[src/rtl/snow64_instr_fetch_if.sv]
// ----------------------------------------------------------------------------
// snow64_instr_fetch_if
// Bundles every non-clock/reset signal of the instruction fetch stage.
//   master : the fetch stage (drives memory requests and decoder outputs)
//   slave  : the surroundings (redirect source, memory, decoder)
// Signals:
//   in_redirect_valid / in_redirect_addr   redirect pulse and new fetch PC
//   out_mem_req_valid / out_mem_req_addr   memory read request
//   in_mem_req_ready                       memory accepts request
//   in_mem_resp_valid / in_mem_resp_data   returned instruction word
//   out_instr_valid / out_instr / out_instr_pc  buffered head to decoder
//   in_instr_ready                         decoder consumes head
// ----------------------------------------------------------------------------
interface snow64_instr_fetch_if #(
   parameter int WIDTH__INSTR = 32,
   parameter int WIDTH__ADDR  = 64
);
   logic                    in_redirect_valid;
   logic [WIDTH__ADDR-1:0]  in_redirect_addr;

   logic                    out_mem_req_valid;
   logic [WIDTH__ADDR-1:0]  out_mem_req_addr;
   logic                    in_mem_req_ready;
   logic                    in_mem_resp_valid;
   logic [WIDTH__INSTR-1:0] in_mem_resp_data;

   logic                    out_instr_valid;
   logic [WIDTH__INSTR-1:0] out_instr;
   logic [WIDTH__ADDR-1:0]  out_instr_pc;
   logic                    in_instr_ready;

   modport master (
      input  in_redirect_valid, in_redirect_addr,
      input  in_mem_req_ready, in_mem_resp_valid, in_mem_resp_data,
      input  in_instr_ready,
      output out_mem_req_valid, out_mem_req_addr,
      output out_instr_valid, out_instr, out_instr_pc
   );

   modport slave (
      output in_redirect_valid, in_redirect_addr,
      output in_mem_req_ready, in_mem_resp_valid, in_mem_resp_data,
      output in_instr_ready,
      input  out_mem_req_valid, out_mem_req_addr,
      input  out_instr_valid, out_instr, out_instr_pc
   );
endinterface

[src/rtl/snow64_instr_fetch.sv]
// ----------------------------------------------------------------------------
// snow64_instr_fetch
// Instruction fetch stage feeding the decoder. Owns the fetch PC, issues one
// 32-bit read at a time, buffers returned words (tagged with their PC) in a
// small FIFO and presents the FIFO head to the decoder with valid/ready.
// A redirect flushes the FIFO and restarts fetch at the new address.
// Ports:
//   clk  clock, rising edge
//   rst  synchronous active-high reset
//   bus  snow64_instr_fetch_if.master (memory request/response, redirect,
//        decoder handshake)
// ----------------------------------------------------------------------------
module snow64_instr_fetch #(
   parameter int                     WIDTH__INSTR = 32,
   parameter int                     WIDTH__ADDR  = 64,
   parameter logic [WIDTH__ADDR-1:0] RESET_PC     = '0,
   parameter int                     FIFO_DEPTH   = 4
) (
   input  logic                  clk,
   input  logic                  rst,
   snow64_instr_fetch_if.master  bus
);

   localparam int PTR_W = $clog2(FIFO_DEPTH);
   localparam int CNT_W = PTR_W + 1;
   localparam logic [CNT_W-1:0] DEPTH_CNT = CNT_W'(FIFO_DEPTH);
   localparam logic [WIDTH__ADDR-1:0] ALIGN_MASK = {{(WIDTH__ADDR-2){1'b1}}, 2'b00};
   localparam logic [WIDTH__ADDR-1:0] RESET_PC_ALIGNED = RESET_PC & ALIGN_MASK;

   typedef enum logic [1:0] {
      ST_IDLE,
      ST_REQ,
      ST_WAIT
   } state_t;

   state_t                  state_reg, state_next;
   // fetch_pc: address of the next request to be issued.
   // req_addr: address of the request currently presented / in flight; it is
   // also the PC tag of the word that comes back for it.
   logic [WIDTH__ADDR-1:0]  fetch_pc_reg, fetch_pc_next;
   logic [WIDTH__ADDR-1:0]  req_addr_reg, req_addr_next;
   // discard: the in-flight response belongs to a flushed path.
   // stale: the presented (not yet accepted) request belongs to a flushed path.
   logic                    discard_reg, discard_next;
   logic                    stale_reg, stale_next;

   logic [PTR_W-1:0]        rd_ptr_reg, rd_ptr_next;
   logic [PTR_W-1:0]        wr_ptr_reg, wr_ptr_next;
   logic [CNT_W-1:0]        count_reg, count_next;
   logic [CNT_W-1:0]        remain;

   logic [WIDTH__INSTR-1:0] head_instr_reg, head_instr_next;
   logic [WIDTH__ADDR-1:0]  head_pc_reg, head_pc_next;

   logic [WIDTH__INSTR-1:0] fifo_instr [FIFO_DEPTH];
   logic [WIDTH__ADDR-1:0]  fifo_pc    [FIFO_DEPTH];

   logic                    redirect;
   logic [WIDTH__ADDR-1:0]  redirect_target;
   logic                    pop;
   logic                    accept;
   logic                    resp;
   logic                    push;

   assign redirect        = bus.in_redirect_valid;
   assign redirect_target = bus.in_redirect_addr & ALIGN_MASK;
   assign pop             = (count_reg != '0) && bus.in_instr_ready;
   assign accept          = (state_reg == ST_REQ) && bus.in_mem_req_ready;
   assign resp            = (state_reg == ST_WAIT) && bus.in_mem_resp_valid;
   // A response that meets a redirect is already on the flushed path.
   assign push            = resp && !discard_reg && !redirect;

   // ------------------------------------------------------------------
   // FIFO pointers, occupancy and registered head
   // ------------------------------------------------------------------
   always_comb begin
      rd_ptr_next     = rd_ptr_reg;
      wr_ptr_next     = wr_ptr_reg;
      count_next      = count_reg;
      head_instr_next = head_instr_reg;
      head_pc_next    = head_pc_reg;
      remain          = count_reg - CNT_W'(pop);

      if (redirect) begin
         // Flush: drop everything by catching the read pointer up.
         rd_ptr_next = wr_ptr_reg;
         count_next  = '0;
      end else begin
         if (push) begin
            wr_ptr_next = wr_ptr_reg + PTR_W'(1);
         end
         if (pop) begin
            rd_ptr_next = rd_ptr_reg + PTR_W'(1);
         end
         count_next = count_reg + CNT_W'(push) - CNT_W'(pop);

         // Head register tracks the next oldest entry; when the FIFO drains
         // it keeps its last value.
         if (remain != '0) begin
            head_instr_next = fifo_instr[rd_ptr_next];
            head_pc_next    = fifo_pc[rd_ptr_next];
         end else if (push) begin
            head_instr_next = bus.in_mem_resp_data;
            head_pc_next    = req_addr_reg;
         end
      end
   end

   // ------------------------------------------------------------------
   // Fetch FSM
   // ------------------------------------------------------------------
   always_comb begin
      state_next    = state_reg;
      fetch_pc_next = fetch_pc_reg;
      req_addr_next = req_addr_reg;
      discard_next  = discard_reg;
      stale_next    = stale_reg;

      case (state_reg)
         ST_IDLE: begin
            if (redirect) begin
               fetch_pc_next = redirect_target;
            end
            // Nothing is outstanding in IDLE, so occupancy alone decides.
            if (redirect || (count_reg < DEPTH_CNT)) begin
               state_next    = ST_REQ;
               req_addr_next = redirect ? redirect_target : fetch_pc_reg;
            end
         end

         ST_REQ: begin
            if (accept) begin
               state_next = ST_WAIT;
               stale_next = 1'b0;
               if (redirect) begin
                  fetch_pc_next = redirect_target;
                  discard_next  = 1'b1;
               end else if (stale_reg) begin
                  // fetch_pc already holds the redirect target.
                  discard_next = 1'b1;
               end else begin
                  fetch_pc_next = req_addr_reg + WIDTH__ADDR'(4);
               end
            end else if (redirect) begin
               // The request must stay stable until accepted; just remember
               // that its data is unwanted.
               fetch_pc_next = redirect_target;
               stale_next    = 1'b1;
            end
         end

         ST_WAIT: begin
            if (redirect) begin
               fetch_pc_next = redirect_target;
            end
            if (resp) begin
               discard_next = 1'b0;
               // The slot reserved for this response is now either filled or
               // released, so count_next is the true occupancy.
               if (count_next < DEPTH_CNT) begin
                  state_next    = ST_REQ;
                  req_addr_next = redirect ? redirect_target : fetch_pc_reg;
               end else begin
                  state_next = ST_IDLE;
               end
            end else if (redirect) begin
               discard_next = 1'b1;
            end
         end

         default: begin
            state_next = ST_IDLE;
         end
      endcase
   end

   // ------------------------------------------------------------------
   // State registers
   // ------------------------------------------------------------------
   always_ff @(posedge clk) begin
      if (rst) begin
         state_reg      <= ST_IDLE;
         fetch_pc_reg   <= RESET_PC_ALIGNED;
         req_addr_reg   <= RESET_PC_ALIGNED;
         discard_reg    <= 1'b0;
         stale_reg      <= 1'b0;
         rd_ptr_reg     <= '0;
         wr_ptr_reg     <= '0;
         count_reg      <= '0;
         head_instr_reg <= '0;
         head_pc_reg    <= '0;
      end else begin
         state_reg      <= state_next;
         fetch_pc_reg   <= fetch_pc_next;
         req_addr_reg   <= req_addr_next;
         discard_reg    <= discard_next;
         stale_reg      <= stale_next;
         rd_ptr_reg     <= rd_ptr_next;
         wr_ptr_reg     <= wr_ptr_next;
         count_reg      <= count_next;
         head_instr_reg <= head_instr_next;
         head_pc_reg    <= head_pc_next;
      end
   end

   // FIFO storage: one register pair per entry, cleared on reset.
   generate
      for (genvar gi = 0; gi < FIFO_DEPTH; gi++) begin : g_entry
         always_ff @(posedge clk) begin
            if (rst) begin
               fifo_instr[gi] <= '0;
               fifo_pc[gi]    <= '0;
            end else if (push && (wr_ptr_reg == PTR_W'(gi))) begin
               fifo_instr[gi] <= bus.in_mem_resp_data;
               fifo_pc[gi]    <= req_addr_reg;
            end
         end
      end
   endgenerate

   // ------------------------------------------------------------------
   // Outputs
   // ------------------------------------------------------------------
   assign bus.out_mem_req_valid = (state_reg == ST_REQ);
   assign bus.out_mem_req_addr  = req_addr_reg;
   assign bus.out_instr_valid   = (count_reg != '0);
   assign bus.out_instr         = head_instr_reg;
   assign bus.out_instr_pc      = head_pc_reg;

endmodule

[src/flat_wrapper.sv]
// flat-port wrapper written by rule: the top's interface ports become plain ports
module snow64_instr_fetch_flat 
#(
   parameter int                     WIDTH__INSTR = 32,
   parameter int                     WIDTH__ADDR  = 64,
   parameter logic [WIDTH__ADDR-1:0] RESET_PC     = '0,
   parameter int                     FIFO_DEPTH   = 4
)
  (clk, rst, bus_in_redirect_valid, bus_in_redirect_addr, bus_in_mem_req_ready, bus_in_mem_resp_valid, bus_in_mem_resp_data, bus_in_instr_ready, bus_out_mem_req_valid, bus_out_mem_req_addr, bus_out_instr_valid, bus_out_instr, bus_out_instr_pc);
  snow64_instr_fetch_if #(.WIDTH__INSTR(WIDTH__INSTR), .WIDTH__ADDR(WIDTH__ADDR)) bus_i ();
  input  logic clk;
  input  logic rst;
  input wire logic [$bits(bus_i.in_redirect_valid)-1:0] bus_in_redirect_valid;
  input wire logic [$bits(bus_i.in_redirect_addr)-1:0] bus_in_redirect_addr;
  input wire logic [$bits(bus_i.in_mem_req_ready)-1:0] bus_in_mem_req_ready;
  input wire logic [$bits(bus_i.in_mem_resp_valid)-1:0] bus_in_mem_resp_valid;
  input wire logic [$bits(bus_i.in_mem_resp_data)-1:0] bus_in_mem_resp_data;
  input wire logic [$bits(bus_i.in_instr_ready)-1:0] bus_in_instr_ready;
  output wire logic [$bits(bus_i.out_mem_req_valid)-1:0] bus_out_mem_req_valid;
  output wire logic [$bits(bus_i.out_mem_req_addr)-1:0] bus_out_mem_req_addr;
  output wire logic [$bits(bus_i.out_instr_valid)-1:0] bus_out_instr_valid;
  output wire logic [$bits(bus_i.out_instr)-1:0] bus_out_instr;
  output wire logic [$bits(bus_i.out_instr_pc)-1:0] bus_out_instr_pc;
  assign bus_i.in_redirect_valid = bus_in_redirect_valid;
  assign bus_i.in_redirect_addr = bus_in_redirect_addr;
  assign bus_i.in_mem_req_ready = bus_in_mem_req_ready;
  assign bus_i.in_mem_resp_valid = bus_in_mem_resp_valid;
  assign bus_i.in_mem_resp_data = bus_in_mem_resp_data;
  assign bus_i.in_instr_ready = bus_in_instr_ready;
  assign bus_out_mem_req_valid = bus_i.out_mem_req_valid;
  assign bus_out_mem_req_addr = bus_i.out_mem_req_addr;
  assign bus_out_instr_valid = bus_i.out_instr_valid;
  assign bus_out_instr = bus_i.out_instr;
  assign bus_out_instr_pc = bus_i.out_instr_pc;
  snow64_instr_fetch #(.WIDTH__INSTR(WIDTH__INSTR), .WIDTH__ADDR(WIDTH__ADDR), .RESET_PC(RESET_PC), .FIFO_DEPTH(FIFO_DEPTH)) u_core (.clk(clk), .rst(rst), .bus(bus_i));
endmodule
[config.mk]
export PLATFORM = sky130hd
export DESIGN_NAME = snow64_instr_fetch_flat
export DESIGN_NICKNAME = d
export VERILOG_FILES = /design/src/rtl/snow64_instr_fetch_if.sv /design/src/rtl/snow64_instr_fetch.sv /design/src/flat_wrapper.sv
export SDC_FILE = /design/constraint.sdc
export NUM_CORES = 1
export LEC_CHECK = 0
export CAP_MARGIN = 10
export CORE_AREA = 2 2 265 202
export CTS_CLUSTER_SIZE = 14
export DETAILED_ROUTE_END_ITERATION = 16
export DIE_AREA = 0 0 267 204
export PLACE_DENSITY = 0.79
export SLEW_MARGIN = 20
export SYNTH_ARGS = -nofsm -noshare
export SYNTH_HDL_FRONTEND = slang
export SYNTH_SLANG_ARGS = --single-unit
[constraint.sdc]
create_clock -name clk -period 6.34 [get_ports clk]
set_input_delay 1.902 -clock clk [delete_from_list [all_inputs] [get_ports clk]]
set_output_delay 1.902 -clock clk [all_outputs]
set_load 0.01 [all_outputs]
==> results of run 1 <==
power breakdown:
part / internal, W / leakage [nW] / switching (W)
Clock: 0.00215 / 0.999 / 0.00157
Combinational: 0.000656 / 7.36 / 0.000799
Sequential: 0.00456 / 5.88 / 0.000543
Total: 0.00737 / 14.2 / 0.00291
final timing paths:
check	to	cells after the start	slack, ns
setup / recovery	u_core.bus.out_mem_req_addr[51]	12	1.55
setup reg to reg	u_core.bus.out_mem_req_addr[51]	12	2.67
hold reg to reg	u_core.bus.out_mem_req_addr[1]	2	0.47
hold / removal	u_core.bus.out_mem_req_addr[1]	2	0.47
worst min-delay path, delay by kind of cell, from the launching register on:
kind,cells,cell delay (ns)
AND/OR/NAND/NOR,1,0.06
flip-flops,1,0.31
AO/OA/AOI/OAI,1,0.06
layout by cell type, fill, tap and decap left out, drive strengths merged, types with 4 or more instances in the layout:
master / Yosys / layout
a21oi: 16 / 16
clkinv: 0 / 20
a32oi: 4 / 4
buf: 61 / 42
ha: 14 / 14
nand3: 32 / 32
nand2b: 5 / 5
clkdlybuf4s50: 0 / 259
and4: 11 / 11
o21ai: 41 / 41
a31oi: 11 / 11
dfxtp: 235 / 235
a22oi: 23 / 23
o211a: 4 / 4
inv: 23 / 28
o31ai: 4 / 4
or3: 16 / 16
nand2: 45 / 45
nor2: 120 / 120
mux2i: 256 / 256
nor3: 16 / 16
o221ai: 109 / 109
a311oi: 4 / 4
a221oi: 99 / 99
or4: 12 / 12
and2: 7 / 7
edfxtp: 384 / 384
nor2b: 4 / 4
o22ai: 6 / 6
clkbuf: 208 / 77
nor4: 20 / 20
xnor2: 12 / 12
o211ai: 10 / 10
and3: 391 / 391
nand4: 35 / 35
bufinv: 0 / 9
xor2: 19 / 19
a22o: 6 / 6
a211oi: 88 / 88
layer usage:
| layer | routed length, um | up-vias | global-route usage |
|---|---|---|---|
| met5 | 13 | - | 0 |
| met4 | 2390 | 2 | 0.105 |
| met3 | 8760 | 183 | 0.0518 |
| met2 | 38000 | 1299 | 0.458 |
| met1 | 33700 | 10800 | 0.419 |
| li1 | - | 9540 | - |
synthesized netlist by cell type, drive strengths merged (4+ instances only):
library cell	n	share of area
and3	391	0.087
edfxtp	384	0.41
mux2i	256	0.091
dfxtp	235	0.17
clkbuf	208	0.028
nor2	120	0.016
o221ai	109	0.034
a221oi	99	0.031
a211oi	88	0.023
buf	61	0.011
nand2	45	0.0060
o21ai	41	0.0073
nand4	35	0.0093
nand3	32	0.0059
a22oi	23	0.0061
inv	23	0.0031
nor4	20	0.0057
xor2	19	0.0059
a21oi	16	0.0028
nor3	16	0.0032
or3	16	0.0037
ha	14	0.0062
or4	12	0.0035
xnor2	12	0.0037
a31oi	11	0.0024
and4	11	0.0034
o211ai	10	0.0027
and2	7	0.0016
a22o	6	0.0019
o22ai	6	0.0013
nand2b	5	0.0011
a311oi	4	0.0012
a32oi	4	0.0012
nor2b	4	0.00089
o211a	4	0.0014
o31ai	4	0.0011
per-stage QoR:
stage          setup WS [ns]  cell area (um2)  power [W]  instances  hold slack, ns
6_report                1.55            33200     0.0103       3245           0.472
2_1_floorplan           1.08            28200    0.00576       2388           0.448
3_3_place_gp            1.04            31200    0.00652       3131           0.458
5_1_grt                 1.34            33200     0.0106       3245           0.513
4_1_cts                 1.60            33200     0.0103       3243           0.471
3_5_place_dp           0.983            31200    0.00658       3131           0.467
cell type report:
| type | instances | area share |
|---|---|---|
| Tap cell | 712 | 0.0268 |
| Clock buffer | 77 | 0.0483 |
| Multi-Input combinational cell | 1477 | 0.328 |
| Timing Repair Buffer | 301 | 0.0927 |
| Antenna cell | 1 | 0.0000754 |
| Sequential cell | 619 | 0.489 |
| Inverter | 23 | 0.00268 |
| Clock inverter | 35 | 0.0126 |
kinds of logic after synthesis:
family	Yosys count
multiplexers	256
adder cells (fa/ha/maj)	15
AO/OA/AOI/OAI	448
XOR/XNOR	31
buffers and inverters	292
AND/OR/NAND/NOR	727
flip-flops	619
==> run summary, run 1 <==
Hold Path Class: reg -> reg
Max incr delay on CP: 0.62 ns
DP HPWL: 46800 um
CTS Buf Count: 59
Mean post-synth cell area: 11.8 um2
Sequential area share after synthesis: 0.576
Mux cell area share after synthesis: 0.0909
GRT Util Overall: 0.295
Max Slew Vio Count: 0
CP delay by family, top: compound AO/OA/AOI/OAI gates
Max cap viols: 0
Clock Latency Late Sink: 0.63 ns
P&R area growth vs syn: 17.8%
Worst EP arrival: 5.32 ns
Synth Area in Compound Gates: 0.125
WL/cell: 25.5 um
Router iterations before antenna repair: 5
# rows: 73
Via count: 21800
Warnings from Yosys: 0
CP max stage cell: o211a_4
Syn_nets: 2505
Post-Syn Instances: 2388
First-pass GRT wire length: 124000 um
Largest regs: u_core.fifo_pc x256, u_core.fifo_instr x128
Crit start category: input pin
PostCTS Resize Cnt: 0
Post-synthesis cell type count: 71
Max-Slew Margin vs Limit: 0.201
Async S/R FF share, synth: 0
Nets: 2598
Layout fillers: 3835
Adder-cell share of the synthesized area: 0.00692
CTS Root Cell: clkbuf_16
H-tree Lvls: 2
Total grt overflow: 0
EDFF count, synth: 384
Fin Setup TNS: 0 ns
Unrepaired setup endpoints after global routing: false
Yosys reg bits: 619
Static Leak: 14.2 nW
Simple-gate share of the synthesized area: 0.151
Ports: 264
Largest family of logic cells by synthesized area: simple AND/OR/NAND/NOR gates
Min-delay src: u_core.fetch_pc_reg[1]
Synth Area in XOR/XNOR: 0.00963
Chip Width: 267 um
Reg area: 16200 um2
Achievable frequency: 0.209 GHz
Peak supply drop: 216 uV
Critical R2R Launch: u_core.state_reg[0]
Pwr Density: 309 nW/um2
Final hold vios: 0
Largest net degree at the start of global routing: 385
Max FFs per register: 256
Total setup buffers inserted after CTS: 0
Vias per inst: 6.71
Mapped Area: 28200 um2
Final Util: 0.637
Vias in the first global route: 21400
DIE HEIGHT: 204 um
Largest register by flop count: u_core.fifo_pc
Die area: 54500 um2
Worst Setup SP: bus_in_instr_ready
Area of the multi-input gates: 10900 um2
Critical path endpoint category: register
Final wirelength: 82900 um
Initial antenna violation count: 5
CTS clock-pin slew for the worst setup and hold paths: 0.06 ns
Layout cells sized above 1: 0.0667
CTS tree: built
Hold-fix buffers, CTS: 0
Initial Utilization: 0.541
DRC: 0
CP Cell Sequence: clkdlybuf4s50_1, o31a_1, ha_1, inv_1, ha_1, fa_1, xnor2_1, xnor2_1, o211a_4, buf_4, nor2_1, a211oi_1
Core area: 52200 um2
Slew @ Worst Pin: 1.20 ns
Setup Skew: 0.0141 ns
Drt initial violations: 2697
Final period util: 0.755
Req. time, crit path: 6.87 ns
Antenna-violating nets left: 0
I/O Buffers: 261
CTS Buffer Depth: 3
Synth Flop Type: edfxtp_1
CP Buf/Inv Count: 3
Fin crit period: 4.79 ns
Status: finished clean
Critical path type: in -> reg
Sink Count: 619
# setup viols final: 0
CP max FO: 52
Gpl congestion: 0.900
(Power assumes the default switching activity.)
==> run 2, diff against run 1 <==
==> constraint.sdc (replaced) <==
create_clock -name clk -period 4.6 [get_ports clk]
set_input_delay 1.38 -clock clk [delete_from_list [all_inputs] [get_ports clk]]
set_output_delay 1.38 -clock clk [all_outputs]
set_load 0.01 [all_outputs]
==> run 2 against run 1 <==
Non-clock buffer count rose by 27. Core utilization rose by 0.46 points. First-iteration DRC count rose by 0.70%. Via count rose by 0.91%. Critical path depth did not move. Clock skew rose by 0.016 ns. Cell count rose by 0.80%. Count of clock-buffer cells in the layout rose by 15. Power rose by 35%. Critical path type unchanged. Largest cell class unchanged. Largest power group unchanged.
==> run summary, run 2 (same netlist as run 1, synthesis figures left out) <==
Status: finished clean
Crit path depth: 12 (unchanged)
Antenna-violating nets left: 0 (unchanged)
Via count: 22000 (+0.91%)
Core area: 52200 um2 (unchanged)
FF-to-FF path depth: 12 (unchanged)
Nets: 2623 (+0.96%)
First-pass GRT wire length: 126000 um (+1.6%)
Dpl cells: 3159 (+0.89%)
Drt initial violations: 2716 (+0.70%)
Gpl congestion: 0.936 (+4.0%)
DIE HEIGHT: 204 um (unchanged)
Hold Path Class: reg -> reg
Total setup buffers inserted after CTS: 0 (unchanged)
CTS Buffer Depth: 3 (unchanged)
Worst slack, placed: 0.203 ns (-0.780 ns)
Achievable frequency: 0.263 GHz
Die area: 54500 um2 (unchanged)
Critical path type: in -> reg
Most frequent cells in the layout: and3_1 (391), edfxtp_1 (384), clkdlybuf4s50_1 (259)
WL/cell: 25.5 um (-0.11%)
CTS clock-pin slew for the worst setup and hold paths: 0.06 ns (about the same)
Req. time, crit path: 5.11 ns (-1.76 ns)
Crit start category: input pin
Largest net degree at the start of global routing: 185 (-52%)
Max Slew Vio Count: 0 (unchanged)
Largest regs: u_core.fifo_pc x256, u_core.fifo_instr x128
CP Cell Sequence: clkdlybuf4s50_1, o31a_1, ha_1, inv_1, ha_1, fa_1, xnor2_1, xnor2_1, o211a_4, buf_12, nor2_1, a311oi_1
Peak supply drop: 294 uV (+36%)
Setup Skew: 0.0299 ns (+0.0158 ns)
Pwr Density: 416 nW/um2 (+34%)
Critical path endpoint category: register
Unrepaired setup endpoints after global routing: false
Worst EP arrival: 4.31 ns (-1.01 ns)
Clock Latency Late Sink: 0.63 ns (about the same)
Largest register by flop count: u_core.fifo_pc
Max-Slew Margin vs Limit: 0.226 (+0.0253)
Final period util: 0.826
Initial antenna violation count: 1 (-4)
Static Leak: 14.4 nW (+0.80%)
Final Util: 0.641 (+0.00463)
Hold-fix buffers, CTS: 0 (unchanged)
CTS Buf Count: 57 (-3.4%)
CP max stage cell: clkdlybuf4s50_1
CP max FO: 32 (-38%)
Ports: 264 (unchanged)
Total grt overflow: 0 (unchanged)
Layout cells sized above 1: 0.0728 (+0.00605)
Vias per inst: 6.72 (+0.11%)
Hold Path Cell Cnt: 2 (unchanged)
Initial Utilization: 0.541 (unchanged)
# setup viols final: 0 (unchanged)
Max FFs per register: 256 (unchanged)
CTS Root Cell: clkbuf_16
DRC: 0 (unchanged)
GRT Util Overall: 0.300 (+0.00421)
# rows: 73 (unchanged)
DP HPWL: 48600 um (+3.9%)
Chip Width: 267 um (unchanged)
I/O Buffers: 261 (unchanged)
Final hold vios: 0 (unchanged)
CP delay by family, top: adder cells
P&R area growth vs syn: 18.6%
Finished Layout Cells: 3271 (+0.80%)
CTS tree: built
Fin crit period: 3.80 ns
Most common cell after layout, fill and taps aside: and3_1
PostCTS Resize Cnt: 0 (unchanged)
Max cap viols: 0 (unchanged)
CP Buf/Inv Count: 3 (unchanged)
Slew @ Worst Pin: 1.16 ns (-0.0380 ns)
Max incr delay on CP: 0.48 ns (-0.14 ns)
H-tree Lvls: 2 (unchanged)
Final wirelength: 83400 um (+0.69%)
R2R setup slack: 1.54 ns (-1.13 ns)
Final WS setup: 0.802 ns (-0.750 ns)
Router iterations before antenna repair: 6 (+1)
Sink Count: 619 (unchanged)
Hold WS: 0.479 ns (+0.00649 ns)
Vias in the first global route: 21800 (+1.8%)
==> run 2: worst reg2reg max path, stage by stage (launching register included) <==
cell,delay (ns)
dfxtp_1,0.41
inv_1,0.09
ha_1,0.29
nand2_1,0.15
nor3_2,0.06
ha_1,0.19
fa_1,0.38
xnor2_1,0.15
xnor2_1,0.35
o211a_4,0.31
buf_12,0.20
nor2_1,0.08
a311oi_1,0.30
==> run 2: final timing paths <==
| kind | startpoint | end |
|---|---|---|
| worst max-delay path | bus_in_instr_ready | u_core.bus.out_mem_req_addr[8] |
| worst min-delay path | u_core.fetch_pc_reg[1] | u_core.bus.out_mem_req_addr[1] |
| worst max register to register | u_core.state_reg[0] | u_core.bus.out_mem_req_addr[8] |
| worst min register to register | u_core.fetch_pc_reg[1] | u_core.bus.out_mem_req_addr[1] |
==> run 2: through the flow <==
stage | power, W | area [um2] | TNS (ns)
3_5_place_dp | 0.00915 | 31600 | 0
4_1_cts | 0.0139 | 33400 | 0
2_1_floorplan | 0.00794 | 28200 | -51.41
3_3_place_gp | 0.00906 | 31600 | 0
6_report | 0.0139 | 33400 | 0
5_1_grt | 0.0143 | 33400 | 0
==> run 2: cell type report <==
class	count	area (um2)
fill	3793	18700
sequential	619	16200
multi-input combinational	1477	10900
timing repair buffer	328	3460
clock buffer	92	1670
tap	712	891
clock inverter	16	208
inverter	23	88.8
antenna	4	10.0
==> run 2: layer usage <==
metal	GRT usage	routed length [um]	vias up
li1	-	-	9611
met1	0.425	34200	10800
met2	0.458	37800	1383
met3	0.0592	9160	173
met4	0.109	2350	0
met5	0	0	-
==> run 2: power breakdown <==
part	switching [W]	internal (W)	total, W
combinational	0.00110	0.000960	0.00206
sequential	0.000776	0.00628	0.00706
clock	0.00209	0.00271	0.00479
